`config.mk`:
```
export PLATFORM = sky130hd
export DESIGN_NAME = decode_pipe_regs
export DESIGN_NICKNAME = d
export VERILOG_FILES = /design/src/rtl/decode_pkg.sv /design/src/rtl/pipe_skid_buf.sv /design/src/rtl/decode_pipe_regs.sv
export SDC_FILE = /design/constraint.sdc
export NUM_CORES = 1
export LEC_CHECK = 0
export BUFFER_PORTS_ARGS = -buffer_cell sky130_fd_sc_hd__buf_2
export CELL_PAD_IN_SITES_DETAIL_PLACEMENT = 1
export CELL_PAD_IN_SITES_GLOBAL_PLACEMENT = 1
export CORE_AREA = 2 2 307 309
export DETAILED_ROUTE_END_ITERATION = 16
export DIE_AREA = 0 0 309 311
export PLACE_DENSITY_LB_ADDON = 0.2
export SYNTH_ARGS = -nofsm -noshare
export SYNTH_HDL_FRONTEND = slang
export SYNTH_HIERARCHICAL = 1
export SYNTH_SLANG_ARGS = --single-unit
```
`constraint.sdc`:
```
create_clock -name clk -period 22.7 [get_ports clk]
set_input_delay 4.54 -clock clk [delete_from_list [all_inputs] [get_ports clk]]
set_output_delay 4.54 -clock clk [all_outputs]
set_load 0.01 [all_outputs]
```
`src/rtl/decode_pkg.sv`:
```
// decode_pkg: shared widths and payload layouts for the decode input stage.
//   - Lane payload: pc, fid, instruction, predictor pattern/taken/hit and
//     predicted target. One lane_payload_t per fetch lane (108 bits).
//   - Writeback payload: wb_en plus the wb_rest_t fields. wb_en is kept
//     separate from the rest because it is the only reset writeback bit.
package decode_pkg;

  localparam int FID_W      = 8;
  localparam int ROB_W      = 4;
  localparam int BP_PAT_W   = 2;
  localparam int CMTDELAY_W = 4;

  localparam int LANE_PAYLOAD_W = 32 + FID_W + 32 + BP_PAT_W + 1 + 1 + 32;

  typedef struct packed {
    logic [31:0]         pc;
    logic [FID_W-1:0]    fid;
    logic [31:0]         data;
    logic [BP_PAT_W-1:0] bp_pattern;
    logic                bp_taken;
    logic                bp_hit;
    logic [31:0]         bp_target;
  } lane_payload_t;

  localparam int WB_REST_W = 3 + ROB_W + CMTDELAY_W + FID_W + 32 + 32 + BP_PAT_W;
  localparam int WB_PAYLOAD_W = 1 + WB_REST_W;

  typedef struct packed {
    logic                  lsmiss;
    logic                  bco_valid;
    logic                  bco_taken;
    logic [ROB_W-1:0]      dst_rob;
    logic [CMTDELAY_W-1:0] cmtdelay;
    logic [FID_W-1:0]      fid;
    logic [31:0]           value;
    logic [31:0]           bco_target;
    logic [BP_PAT_W-1:0]   bco_pattern;
  } wb_rest_t;

endpackage

```
`src/rtl/pipe_skid_buf.sv`:
```
// pipe_skid_buf: generic 2-entry (main + skid) valid/ready register stage.
// Ports:
//   clk, resetn   clock, synchronous active-low reset (valids only)
//   flush         clears both entries next cycle; a push this cycle is lost
//   in_valid/in_ready/in_data     upstream handshake
//   out_valid/out_ready/out_data  downstream handshake
// in_ready is taken straight from the skid valid flop, so there is no
// combinational path from out_ready to in_ready.
module pipe_skid_buf #(
  parameter int DATA_W = 8
) (
  input  logic              clk,
  input  logic              resetn,
  input  logic              flush,
  input  logic              in_valid,
  output logic              in_ready,
  input  logic [DATA_W-1:0] in_data,
  output logic              out_valid,
  input  logic              out_ready,
  output logic [DATA_W-1:0] out_data
);

  logic              main_vld_q, main_vld_d;
  logic              skid_vld_q, skid_vld_d;
  logic [DATA_W-1:0] main_data_q, main_data_d;
  logic [DATA_W-1:0] skid_data_q, skid_data_d;
  logic              push, pop;

  assign in_ready  = ~skid_vld_q;
  assign out_valid = main_vld_q;
  assign out_data  = main_data_q;

  assign push = in_valid & in_ready;
  assign pop  = main_vld_q & out_ready;

  always_comb begin
    main_vld_d  = main_vld_q;
    skid_vld_d  = skid_vld_q;
    main_data_d = main_data_q;
    skid_data_d = skid_data_q;
    if (skid_vld_q) begin
      // in_ready is low, so no push can arrive; only drain skid into main.
      if (pop) begin
        main_data_d = skid_data_q;
        skid_vld_d  = 1'b0;
      end
    end else if (!main_vld_q || pop) begin
      main_vld_d = push;
      if (push) main_data_d = in_data;
    end else if (push) begin
      skid_vld_d  = 1'b1;
      skid_data_d = in_data;
    end
    if (flush) begin
      main_vld_d = 1'b0;
      skid_vld_d = 1'b0;
    end
  end

  always_ff @(posedge clk) begin
    if (!resetn) begin
      main_vld_q <= 1'b0;
      skid_vld_q <= 1'b0;
    end else begin
      main_vld_q <= main_vld_d;
      skid_vld_q <= skid_vld_d;
    end
  end

  always_ff @(posedge clk) begin
    main_data_q <= main_data_d;
    skid_data_q <= skid_data_d;
  end

endmodule

```
`src/rtl/decode_pipe_regs.sv`:
```
// decode_pipe_regs: fetch-to-decode input register stage.
// Ports:
//   clk, resetn          clock, synchronous active-low reset
//   snoop_hit            starts a SNOOP_HOLD-cycle flush window
//   bco_valid            branch-commit override, flushes this cycle
//   i_* / i_ready        LANES-wide fetch bundle in (valid is a lane mask)
//   o_* / o_ready        registered bundle out to DECODE
//   i_wb_* / o_wb_*      WB_CH writeback channels, registered (WB_DFF=1)
//                        or passed through (WB_DFF=0); never flushed
module decode_pipe_regs
  import decode_pkg::*;
#(
  parameter int LANES      = 2,
  parameter int WB_CH      = 2,
  parameter int SNOOP_HOLD = 2,
  parameter int WB_DFF     = 1
) (
  input  logic                     clk,
  input  logic                     resetn,
  input  logic                     snoop_hit,
  input  logic                     bco_valid,
  input  logic [LANES-1:0]         i_valid,
  output logic                     i_ready,
  input  logic [32*LANES-1:0]      i_pc,
  input  logic [32*LANES-1:0]      i_data,
  input  logic [32*LANES-1:0]      i_bp_target,
  input  logic [8*LANES-1:0]       i_fid,
  input  logic [2*LANES-1:0]       i_bp_pattern,
  input  logic [LANES-1:0]         i_bp_taken,
  input  logic [LANES-1:0]         i_bp_hit,
  output logic [LANES-1:0]         o_valid,
  input  logic                     o_ready,
  output logic [32*LANES-1:0]      o_pc,
  output logic [32*LANES-1:0]      o_data,
  output logic [32*LANES-1:0]      o_bp_target,
  output logic [8*LANES-1:0]       o_fid,
  output logic [2*LANES-1:0]       o_bp_pattern,
  output logic [LANES-1:0]         o_bp_taken,
  output logic [LANES-1:0]         o_bp_hit,
  input  logic [WB_CH-1:0]         i_wb_en,
  input  logic [WB_CH-1:0]         i_wb_lsmiss,
  input  logic [WB_CH-1:0]         i_wb_bco_valid,
  input  logic [WB_CH-1:0]         i_wb_bco_taken,
  input  logic [4*WB_CH-1:0]       i_wb_dst_rob,
  input  logic [4*WB_CH-1:0]       i_wb_cmtdelay,
  input  logic [8*WB_CH-1:0]       i_wb_fid,
  input  logic [32*WB_CH-1:0]      i_wb_value,
  input  logic [32*WB_CH-1:0]      i_wb_bco_target,
  input  logic [2*WB_CH-1:0]       i_wb_bco_pattern,
  output logic [WB_CH-1:0]         o_wb_en,
  output logic [WB_CH-1:0]         o_wb_lsmiss,
  output logic [WB_CH-1:0]         o_wb_bco_valid,
  output logic [WB_CH-1:0]         o_wb_bco_taken,
  output logic [4*WB_CH-1:0]       o_wb_dst_rob,
  output logic [4*WB_CH-1:0]       o_wb_cmtdelay,
  output logic [8*WB_CH-1:0]       o_wb_fid,
  output logic [32*WB_CH-1:0]      o_wb_value,
  output logic [32*WB_CH-1:0]      o_wb_bco_target,
  output logic [2*WB_CH-1:0]       o_wb_bco_pattern
);

  // Lane mask rides in the buffer above the lane payloads.
  localparam int BUF_W = LANES * LANE_PAYLOAD_W + LANES;
  localparam int CNT_W = (SNOOP_HOLD > 1) ? $clog2(SNOOP_HOLD) : 1;

  logic [CNT_W-1:0] snoop_cnt_q, snoop_cnt_d;
  logic             flush;

  // Counter holds the remaining flush cycles after the snoop_hit cycle.
  always_comb begin
    snoop_cnt_d = snoop_cnt_q;
    if (snoop_hit)                snoop_cnt_d = CNT_W'(SNOOP_HOLD - 1);
    else if (snoop_cnt_q != '0)   snoop_cnt_d = snoop_cnt_q - 1'b1;
  end

  always_ff @(posedge clk) begin
    if (!resetn) snoop_cnt_q <= '0;
    else         snoop_cnt_q <= snoop_cnt_d;
  end

  assign flush = snoop_hit | (snoop_cnt_q != '0) | bco_valid;

  lane_payload_t [LANES-1:0] in_lanes, out_lanes;
  logic [LANES-1:0]          out_mask;
  logic [BUF_W-1:0]          buf_in, buf_out;
  logic                      main_valid;

  for (genvar l = 0; l < LANES; l++) begin : g_lane
    assign in_lanes[l] = '{pc:         i_pc[32*l +: 32],
                           fid:        i_fid[8*l +: 8],
                           data:       i_data[32*l +: 32],
                           bp_pattern: i_bp_pattern[2*l +: 2],
                           bp_taken:   i_bp_taken[l],
                           bp_hit:     i_bp_hit[l],
                           bp_target:  i_bp_target[32*l +: 32]};
    assign o_pc[32*l +: 32]        = out_lanes[l].pc;
    assign o_fid[8*l +: 8]         = out_lanes[l].fid;
    assign o_data[32*l +: 32]      = out_lanes[l].data;
    assign o_bp_pattern[2*l +: 2]  = out_lanes[l].bp_pattern;
    assign o_bp_taken[l]           = out_lanes[l].bp_taken;
    assign o_bp_hit[l]             = out_lanes[l].bp_hit;
    assign o_bp_target[32*l +: 32] = out_lanes[l].bp_target;
  end

  assign buf_in                = {i_valid, in_lanes};
  assign {out_mask, out_lanes} = buf_out;
  assign o_valid               = main_valid ? out_mask : '0;

  pipe_skid_buf #(.DATA_W(BUF_W)) u_skid (
    .clk       (clk),
    .resetn    (resetn),
    .flush     (flush),
    .in_valid  (|i_valid),
    .in_ready  (i_ready),
    .in_data   (buf_in),
    .out_valid (main_valid),
    .out_ready (o_ready),
    .out_data  (buf_out)
  );

  wb_rest_t [WB_CH-1:0] wb_rest_in, wb_rest_out;
  logic     [WB_CH-1:0] wb_en_out;

  for (genvar c = 0; c < WB_CH; c++) begin : g_wb
    assign wb_rest_in[c] = '{lsmiss:      i_wb_lsmiss[c],
                             bco_valid:   i_wb_bco_valid[c],
                             bco_taken:   i_wb_bco_taken[c],
                             dst_rob:     i_wb_dst_rob[4*c +: 4],
                             cmtdelay:    i_wb_cmtdelay[4*c +: 4],
                             fid:         i_wb_fid[8*c +: 8],
                             value:       i_wb_value[32*c +: 32],
                             bco_target:  i_wb_bco_target[32*c +: 32],
                             bco_pattern: i_wb_bco_pattern[2*c +: 2]};

    if (WB_DFF != 0) begin : g_reg
      logic [WB_PAYLOAD_W-1:0] wb_d, wb_q;
      always_comb wb_d = {i_wb_en[c], wb_rest_in[c]};
      // Only the enable bit is reset; the payload bits are don't-care while en=0.
      always_ff @(posedge clk) begin
        wb_q[WB_REST_W-1:0] <= wb_d[WB_REST_W-1:0];
        if (!resetn) wb_q[WB_PAYLOAD_W-1] <= 1'b0;
        else         wb_q[WB_PAYLOAD_W-1] <= wb_d[WB_PAYLOAD_W-1];
      end
      assign wb_en_out[c]   = wb_q[WB_PAYLOAD_W-1];
      assign wb_rest_out[c] = wb_q[WB_REST_W-1:0];
    end else begin : g_comb
      assign wb_en_out[c]   = i_wb_en[c];
      assign wb_rest_out[c] = wb_rest_in[c];
    end

    assign o_wb_en[c]                = wb_en_out[c];
    assign o_wb_lsmiss[c]            = wb_rest_out[c].lsmiss;
    assign o_wb_bco_valid[c]         = wb_rest_out[c].bco_valid;
    assign o_wb_bco_taken[c]         = wb_rest_out[c].bco_taken;
    assign o_wb_dst_rob[4*c +: 4]    = wb_rest_out[c].dst_rob;
    assign o_wb_cmtdelay[4*c +: 4]   = wb_rest_out[c].cmtdelay;
    assign o_wb_fid[8*c +: 8]        = wb_rest_out[c].fid;
    assign o_wb_value[32*c +: 32]    = wb_rest_out[c].value;
    assign o_wb_bco_target[32*c +: 32] = wb_rest_out[c].bco_target;
    assign o_wb_bco_pattern[2*c +: 2]  = wb_rest_out[c].bco_pattern;
  end

endmodule

```
==> metrics.cfg, run 1 <==
[run_status]
status = completed

[setup_path]
cp.required_ns = 22.93
slowest_delay_ns = 0.85
critPathMostFrequentCell = buf_4
crit_fanout = 68
rrSetupSlack_ns = 18.89
startpoint_type = input port
reg2reg_depth = 4
worstPathCellList = buf_2 > or2_2 > nand2_1 > a21oi_4 > buf_4 > buf_4
crit_type = input port to flip-flop
reg2reg_to = u_skid/out_data[84]
rr_startpoint = u_skid/skid_vld_q
startpoint = i_valid[1]
cp.arrival_ns = 7.43
slowest_stage = buf_4
endpoint_kind = flip-flop

[power_and_ir_drop]
peakVddDrop_uv = 60.3
powerDensity_nw_per_um2 = 93.2
p_leak_nw = 11.4

[clock_tree]
cts_setup_buffers = 0
cts.clk_slew.worst_paths_ns = 0.06
cts.htree.levels = 3
clk_latency_ns = 0.62
cts.path.max_buffers = 3
cts_root_buf = clkbuf_16
ctsHoldBuffers = 0
cts_buffers = 73
cts_resized = 0
cts_tree = done
numClockSinks = 611

[min_path]
hold_depth = 1
whs_endpoint = u_skid/out_data[213]
hold_class = flip-flop to flip-flop
hold_start = u_skid/skid_data_q[213]

[sta]
post-route-period-util_pct = 31.7
timing.fmax_mhz = 139
skew_ns = 0.0200
finalSetupTns_ns = 0
hold_viol = 0
period_minus_slack_ns = 7.20
setup_violations = 0
tightestPinTransition_ns = 1.05
slew-limit-headroom_pct = 29.8
rsz0062_at_grt = no
drv_slew = 0

[synth]
synth.distinct_cells = 19
synthCells = 873
yosys_warnings = 6
synth_area_per_cell_um2 = 23.0
synth_seq_cells = 611
synthesis.area_um2 = 20100
syn_nets = 1268
seq_area_frac_synth_pct = 82.5

[detailed_routing]
drt_iter0_markers = 616
ant_nets = 0
vias = 11200
totalWireLength_mm = 62.7
viasPerCell = 3.69
drc = 0
wl_per_cell_um = 20.6
drt_pre_antenna_iters = 4

[placed_design]
dpl_cell_area_um2 = 25400
dp_cells = 2897
port_buffers = 785
dp_hpwl_mm = 47.1
gp_congestion = 0.893

[global_routing]
grt_usage_pct = 12.7
grt_pass1_vias = 12400
grt_antenna_before_repair = 31
grt_max_degree = 70
globalRouteOverflowTotal = 0
grt_pass1_wl_mm = 88.1

[cells_and_area]
multiInputGateArea_um2 = 3230
final_core_util_pct = 30.0
area_delta_synth_final_pct = 38.3
fill_cells = 9930
stdcell_area_um2 = 27800
instances_no_fill = 3040
register_area_um2 = 16600
drive_gt1_share_pct = 63.5
num-nets-final = 2113

[die]
rows = 112
die-width_um = 309
fp.dieH_um = 311
start_util_pct = 21.7
core_area_um2 = 92800
die-area_um2 = 96100
pin_count = 786

[flow_run]
maxCapViolations = 0

[logic make-up (layout without fill, tap and decap cells)]
kind of cell           after synthesis  after routing  share of synthesized area [%]
and+or+nand+nor                     12             12                          0.348
DFF                                611            611                           82.5
AOI/OAI and AO/OA                    5              5                          0.137
muxes                              218            218                           15.5
other                                0              9                              0
buffers and inverters               27            931                           1.54
[sequential cells by signal (all words and copies together) (netlist names)]
| register | cells |
|---|---|
| u_skid/skid_vld_q | 1 |
| u_skid/out_data | 218 |
| snoop_cnt_q | 1 |
| u_skid/out_valid | 1 |
| u_skid/skid_data_q | 218 |
| g_wb.g_reg.wb_q | 172 |
[power by group]
part	leakage [nW]	switching, mW	internal, mW
sequential	5.65	0.0144	1.25
combinational	4.53	0.0907	0.0782
clock	1.18	0.472	0.687
[metal layers]
metal / GRT usage, % / wire [um] / vias to the layer above
met5: 0 / 268 / -
met4: 5.05 / 2090 / 44
met3: 6.67 / 7230 / 146
met2: 23.1 / 32800 / 525
met1: 11.8 / 20300 / 5452
li1: - / - / 5062
[cells in the mapped netlist]
cell      count  area (um^2)
edfxtp_1    436        13100
inv_1         2         7.51
or2_2         1         6.26
nor2b_1       1         6.26
buf_2         4         20.0
buf_12        1         20.0
buf_8        10          150
a211oi_1      1         7.51
buf_6        10          113
and3_1        1         6.26
nand2b_1      1         6.26
mux2_2       42          473
mux2_4      176         2640
nand2_1       2         7.51
dfxtp_1     175         3500
or3_1         1         6.26
o21ai_0       1         5.00
a21oi_1       3         15.0
and2_1        5         31.3
[area by class of cell]
class / instances / area share, %
sequential: 611 / 59.7
clock buffer: 101 / 7.43
tap: 1254 / 5.64
multi-input combinational: 235 / 11.6
inverter: 2 / 0.0270
timing repair buffer: 795 / 14.4
antenna: 9 / 0.0810
clock inverter: 33 / 1.15
[how the worst max path moves through the flow]
| stage | depth (start not counted) | endpoint | slack (ns) |
|---|---|---|---|
| 6_report | 6 | u_skid/out_data[84] | 15.50 |
| 2_1_floorplan | 3 | u_skid/out_data[0] | 6.63 |
| 3_5_place_dp | 6 | u_skid/out_data[80] | 14.73 |
| 3_3_place_gp | 6 | u_skid/out_data[88] | 14.79 |
| 5_1_grt | 6 | u_skid/out_data[86] | 15.26 |
| 4_1_cts | 6 | u_skid/out_data[86] | 15.43 |
[stage by stage]
| step | worst slack, ns | hold WS (ns) | power [mW] |
|---|---|---|---|
| finish | 15.50 | 0.541 | 2.59 |
| global route | 15.26 | 0.557 | 2.70 |
| CTS | 15.43 | 0.540 | 2.65 |
| detailed placement | 14.73 | 0.535 | 1.46 |
| global placement | 14.79 | 0.532 | 1.46 |
| floorplan | 6.63 | 0.493 | 1.36 |
[critical path, delay by kind of cell]
family,cells,cell delay [ns]
AND/OR/NAND/NOR,2,0.23
AO/OA/AOI/OAI,1,0.71
buffers and inverters,3,1.79
[cell usage in the layout (no fill, tap or decap)]
cell type / count
a211oi_1: 1
inv_1: 2
bufinv_16: 4
mux2_2: 42
dfxtp_4: 1
nor2b_1: 1
or2_2: 1
dfxtp_1: 174
buf_2: 785
edfxtp_1: 436
and2_1: 5
inv_16: 1
mux2_4: 176
nand2_1: 2
clkbuf_16: 74
buf_4: 10
clkinv_2: 12
clkbuf_8: 11
diode_2: 9
clkinvlp_4: 1
clkbuf_1: 15
clkinv_8: 2
clkbuf_4: 1
clkinv_1: 7
a21oi_4: 1
or3_1: 1
and3_4: 1
o21ai_0: 1
nand2b_1: 1
clkinv_4: 2
inv_6: 4
a21oi_1: 2
No activity file was read; power rests on OpenSTA's default activity.
==> inputs of run 2 (changes only) <==
--- a/config.mk
+++ b/config.mk
@@ -5,12 +5,13 @@
 export SDC_FILE = /design/constraint.sdc
 export NUM_CORES = 1
 export LEC_CHECK = 0
+export ABC_AREA = 1
 export BUFFER_PORTS_ARGS = -buffer_cell sky130_fd_sc_hd__buf_2
 export CELL_PAD_IN_SITES_DETAIL_PLACEMENT = 1
 export CELL_PAD_IN_SITES_GLOBAL_PLACEMENT = 1
-export CORE_AREA = 2 2 307 309
+export CORE_AREA = 2 2 303 305
 export DETAILED_ROUTE_END_ITERATION = 16
-export DIE_AREA = 0 0 309 311
+export DIE_AREA = 0 0 305 307
 export PLACE_DENSITY_LB_ADDON = 0.2
 export SYNTH_ARGS = -nofsm -noshare
 export SYNTH_HDL_FRONTEND = slang
==> constraint.sdc (replaced) <==
create_clock -name clk -period 7.45 [get_ports clk]
set_input_delay 1.49 -clock clk [delete_from_list [all_inputs] [get_ports clk]]
set_output_delay 1.49 -clock clk [all_outputs]
set_load 0.01 [all_outputs]
==> run 2 against run 1 <==
Effect of this change: synthesized cell count is 55% higher; non-clock buffer count down 1; worst setup slack worse by 12 ns; first-iteration DRC count grew 19%; sequential power rose to 3.0 times the previous value; via count rose by 17%; combinational power rose to 2.8 times the previous value; clock skew is 0.0079 ns higher; count of clock-buffer cells in the layout increased by 4; critical path depth fell by 3; total power rose to 3.0 times the previous value; critical path type is now flip-flop to primary output; highest routed layer unchanged.
==> metrics.cfg, run 2 <==
[clock_tree]
cts.clk_slew.worst_paths_ns = 0.06  ; about the same
cts.path.max_buffers = 3  ; unchanged
cts_buffers = 71  ; -2.7%
cts_resized = 0  ; unchanged
numClockSinks = 611  ; unchanged
clk_latency_ns = 0.62  ; about the same
cts_setup_buffers = 0  ; unchanged
cts.htree.levels = 3  ; unchanged
ctsHoldBuffers = 0  ; unchanged
cts_root_buf = clkbuf_16
cts_tree = done

[setup_path]
cp.arrival_ns = 2.43  ; -5.00 ns
cp_top_family = buffers and inverters
slowest_stage = buf_4
startpoint_type = flip-flop
cp.required_ns = 5.96  ; -16.97 ns
crit_fanout = 90  ; +32%
slowest_delay_ns = 0.62  ; -0.23 ns
crit_type = flip-flop to primary output
path_buf_inv = 3  ; unchanged
endpoint_kind = primary output
worstPathCellList = buf_4 > inv_8 > buf_2

[placed_design]
gp_congestion = 0.752  ; -16%
dp_hpwl_mm = 49.4  ; +5.0%
dpl_cell_area_um2 = 24700  ; -2.7%
port_buffers = 785  ; unchanged

[detailed_routing]
drc = 0  ; unchanged
viasPerCell = 3.84  ; +4.0%
drt_iter0_markers = 733  ; +19%
totalWireLength_mm = 68.2  ; +8.9%
vias = 13100  ; +17%
wl_per_cell_um = 20.0  ; -3.1%
drt_pre_antenna_iters = 7  ; +3
ant_nets = 0  ; unchanged

[sta]
hold_viol = 0  ; unchanged
period_minus_slack_ns = 3.92
setup_violations = 0  ; unchanged
post-route-period-util_pct = 52.7
rsz0062_at_grt = no
finalSetupTns_ns = 0  ; unchanged
skew_ns = 0.0279  ; +0.00791 ns
drv_slew = 0  ; unchanged
slew-limit-headroom_pct = 34.7  ; +4.8 points
timing.fmax_mhz = 255
tightestPinTransition_ns = 0.980  ; -0.0726 ns

[die]
pin_count = 786  ; unchanged
start_util_pct = 21.6  ; -0.12 points
rows = 111  ; -0.89%
fp.dieH_um = 307  ; -1.3%
core_area_um2 = 90700  ; -2.2%
die-width_um = 305  ; -1.3%
die-area_um2 = 93600  ; -2.6%

[synth]
synth.most_common_cell = nand2_1
synthArstFlopShare_pct = 0  ; unchanged
synth.top_cell.area_share_pct = 66.9  ; +1.9 points
synth_area_per_cell_um2 = 14.5  ; -37%
synthCells = 1349  ; +55%
synthesis.area_um2 = 19600  ; -2.8%
ys.flop_type = edfxtp_1
synth_top_area_cell = edfxtp_1
synth.distinct_cells = 14  ; -5
synthTopCellsByCount = 667 x nand2_1, 436 x edfxtp_1, 175 x dfxtp_1
yosys_warnings = 6  ; unchanged
syn_nets = 1744  ; +38%
synth.area.top_cells = edfxtp_1 67%, dfxtp_1 18%, nand2_1 13%
synth_seq_cells = 611  ; unchanged
synth_edf_count = 436  ; unchanged
seq_area_frac_synth_pct = 84.8  ; +2.4 points

[cells_and_area]
fill_cells = 10100  ; +1.6%
area_delta_synth_final_pct = 38.5
final_common_cell = buf_2
num-nets-final = 2562  ; +21%
drive_gt1_share_pct = 40.6  ; -23 points
stdcell_area_um2 = 27100  ; -2.6%
final_cell_mix = 785 x buf_2, 667 x nand2_1, 436 x edfxtp_1

[global_routing]
grt_antenna_before_repair = 20  ; -35%
globalRouteOverflowTotal = 0  ; unchanged
grt_pass1_vias = 14000  ; +13%
grt_usage_pct = 14.1  ; +1.3 points
grt_max_degree = 132  ; +89%
grt_pass1_wl_mm = 96.1  ; +9.1%

[run_status]
status = completed

[power_and_ir_drop]
powerDensity_nw_per_um2 = 289  ; +210%
p_leak_nw = 11.9  ; +4.7%
peakVddDrop_uv = 173  ; +190%

[flow_run]
maxCapViolations = 0  ; unchanged

[min_path]
hold_class = flip-flop to flip-flop

## run 2: changes by cell type in the layout (fill, tap and decap cells not counted), moves of 3 or more
cell and delta:
nand2_1 +665, mux2_4 -176, mux2_2 -42, inv_1 +10, and2_1 -5, clkbuf_16 +5
clkbuf_8 -5, clkinv_2 -5, nor2_1 +4, buf_4 -3, clkbuf_1 +3, inv_6 -3
## run 2: kinds of logic after synthesis
group / Yosys count / share of synthesized area (%)
AOI/OAI and AO/OA: 2 / 0.0512
DFF: 611 / 84.8
buffers and inverters: 63 / 2.17
and+or+nand+nor: 673 / 12.9
## run 2: worst paths after layout
kind | cells after the start | slack (ns) | endpoint | from
min reg2reg | 2 | 0.51 | u_skid/out_data[102] | u_skid/skid_data_q[102]
max | 3 | 3.53 | i_ready | u_skid/skid_vld_q
max reg2reg | 6 | 3.91 | u_skid/out_data[72] | u_skid/skid_vld_q
min | 2 | 0.51 | u_skid/out_data[102] | u_skid/skid_data_q[102]
## run 2: power breakdown
group | switching, mW | internal [mW]
Combinational | 0.287 | 0.188
Sequential | 0.0507 | 3.81
Clock | 1.42 | 2.07
Total | 1.76 | 6.07
## run 2: area by class of cell
cell class	count	area, um^2	area share [%]
clock inverter	22	219	0.808
inverter	14	67.6	0.249
clock buffer	105	2140	7.89
timing repair buffer	794	4020	14.8
antenna	8	20.0	0.0739
multi-input combinational	675	2550	9.41
sequential	611	16600	61.3
tap	1186	1480	5.48
## run 2: routing by layer
layer / vias to the layer above / GRT usage, % / routed length [um]
met1: 6312 / 15.2 / 25300
met5: - / 0 / 107
met2: 518 / 24.6 / 35000
li1: 6159 / - / -
met3: 119 / 4.84 / 5260
met4: 16 / 6.63 / 2560
## run 2: per-stage QoR
| step | worst slack (ns) | util (%) | total power [mW] | hold slack, ns | cells |
|---|---|---|---|---|---|
| after global placement | 3.51 | 27.3 | 4.42 | 0.499 | 3280 |
| after floorplan | 0.866 | - | 4.08 | 0.491 | 1349 |
| after CTS | 3.42 | 29.9 | 7.98 | 0.515 | 3407 |
| final | 3.53 | 29.9 | 7.83 | 0.515 | 3415 |
| after detailed placement | 3.52 | 27.3 | 4.42 | 0.507 | 3280 |
| after global routing | 3.34 | 29.9 | 8.15 | 0.532 | 3411 |
## run 2: worst reg2reg max path: cells and delay by family (launching register included)
kind | cells | cell delay, ns
buf+inv | 4 | 2.24
flops | 1 | 0.37
simple gates | 1 | 0.33
compound gates | 1 | 0.21
==> inputs of run 3 (changes only) <==
==> constraint.sdc (replaced) <==
create_clock -name clk -period 4 [get_ports clk]
set_input_delay 0.8 -clock clk [delete_from_list [all_inputs] [get_ports clk]]
set_output_delay 0.8 -clock clk [all_outputs]
set_load 0.01 [all_outputs]
==> run 3 against run 2 <==
Effect of this change: sequential cell count did not move; largest cell class unchanged; first-iteration DRC count fell by 23%; clock skew fell by 0.013 ns; critical path depth fell by 1; largest power group unchanged; cell count rose by 0.23%; combinational power rose by 92%; design area barely moved.
==> metrics.cfg, run 3 (synthesis gave the netlist of run 2 again) <==
[run_status]
status = completed

[setup_path]
startpoint_type = flip-flop
cp.required_ns = 3.20  ; -2.76 ns
rr_startpoint = u_skid/skid_vld_q
reg2reg_to = u_skid/out_data[100]
path_buf_inv = 2  ; -1
rrSetupSlack_ns = 1.50  ; -2.41 ns
crit_fanout = 87  ; -3.3%
cp.arrival_ns = 1.81  ; -0.62 ns
startpoint = u_skid/skid_vld_q
slowest_delay_ns = 0.45  ; -0.17 ns
reg2reg_depth = 4  ; -2
cp_top_family = buffers and inverters
crit_end = i_ready
crit_type = flip-flop to primary output
worstPathCellList = inv_8 > buf_2
slowest_stage = dfxtp_4
endpoint_kind = primary output
cp.depth = 2  ; -1

[global_routing]
grt_pass1_wl_mm = 97.5  ; +1.4%
grt_max_degree = 88  ; -33%
grt_usage_pct = 14.3  ; +0.24 points
globalRouteOverflowTotal = 0  ; unchanged
grt_antenna_before_repair = 23  ; +15%
grt_pass1_vias = 14200  ; +2.0%

[clock_tree]
cts.htree.levels = 3  ; unchanged
clk_latency_ns = 0.60  ; -0.02 ns
cts_buffers = 70  ; -1.4%
cts.path.max_buffers = 3  ; unchanged
cts_resized = 0  ; unchanged
cts.clk_slew.worst_paths_ns = 0.06  ; about the same
cts_setup_buffers = 0  ; unchanged
cts_root_buf = clkbuf_16
cts_tree = done
ctsHoldBuffers = 0  ; unchanged
numClockSinks = 611  ; unchanged

[sta]
skew_ns = 0.0146  ; -0.0133 ns
drv_slew = 0  ; unchanged
finalSetupTns_ns = 0  ; unchanged
tightestPinTransition_ns = 1.03  ; +0.0469 ns
hold_viol = 0  ; unchanged
period_minus_slack_ns = 2.61
timing.fmax_mhz = 384
slew-limit-headroom_pct = 31.6  ; -3.1 points
post-route-period-util_pct = 65.1
setup_violations = 0  ; unchanged
rsz0062_at_grt = no

[die]
rows = 111  ; unchanged
fp.dieH_um = 307  ; unchanged
start_util_pct = 21.6  ; unchanged
core_area_um2 = 90700  ; unchanged
die-area_um2 = 93600  ; unchanged
die-width_um = 305  ; unchanged
pin_count = 786  ; unchanged

[min_path]
hold_start = i_wb_bco_target[31]
hold_class = input port to flip-flop

[detailed_routing]
drt_pre_antenna_iters = 4  ; -3
wl_per_cell_um = 20.2  ; +1.1%
ant_nets = 0  ; unchanged
vias = 13200  ; +0.94%
viasPerCell = 3.87  ; +0.70%
drc = 0  ; unchanged
drt_iter0_markers = 562  ; -23%
totalWireLength_mm = 69.2  ; +1.4%

[power_and_ir_drop]
peakVddDrop_uv = 334  ; +93%
p_leak_nw = 11.9  ; +0.15%
powerDensity_nw_per_um2 = 529  ; +83%
power_mw = 14.3  ; +83%

[placed_design]
dp_cells = 3294  ; +0.43%
dpl_cell_area_um2 = 24900  ; +0.67%
dp_hpwl_mm = 51.3  ; +3.8%
port_buffers = 785  ; unchanged
gp_congestion = 0.784  ; +4.3%

[cells_and_area]
final_core_util_pct = 29.9  ; about the same
stdcell_area_um2 = 27100  ; about the same
final_common_cell = buf_2
area_delta_synth_final_pct = 38.7  ; about the same
instances_no_fill = 3423  ; +0.23%
drive_gt1_share_pct = 40.9  ; +0.36 points
num-nets-final = 2575  ; +0.51%
final_cell_mix = 785 x buf_2, 666 x nand2_1, 436 x edfxtp_1

[flow_run]
maxCapViolations = 0  ; unchanged

==> run 3: layout make-up <==
type	count	area, um^2
fillers	10100	63600
flip-flops and latches	611	16600
repair buffers	808	4190
multi-input cells	675	2550
clock buffers	101	2040
well taps	1186	1480
clock inverters	22	179
inverters	14	63.8
diodes	6	15.0
==> run 3: routing by layer <==
layer,up-vias,GRT usage [%],share of wire [%]
met4,24,6.34,3.7
met5,-,0,0.23
met3,130,4.72,7.5
li1,6186,-,-
met1,6391,14.7,35
met2,516,26.3,53
==> run 3: how the worst min path moves through the flow <==
stage          cells past startpoint                endpoint  slack (ns)
4_1_cts                            1  g_wb[0].g_reg.wb_q[33]        0.24
3_3_place_gp                       2     u_skid/out_data[86]        0.50
6_report                           1  g_wb[0].g_reg.wb_q[33]        0.29
5_1_grt                            1  g_wb[0].g_reg.wb_q[17]        0.25
2_1_floorplan                      2    u_skid/out_data[212]        0.49
3_5_place_dp                       2    u_skid/out_data[156]        0.51
==> run 3: where the power goes <==
part | switching (mW) | internal, mW
Sequential | 0.0899 | 7.09
Clock | 2.58 | 3.68
Combinational | 0.546 | 0.364
==> run 3: per-stage QoR <==
step                      setup WS (ns)  hold WS (ns)
after CTS                          1.30         0.237
after detailed placement           1.40         0.505
after global placement             1.37         0.497
after global routing               1.28         0.254
after floorplan                   -1.00         0.491
final                              1.39         0.289
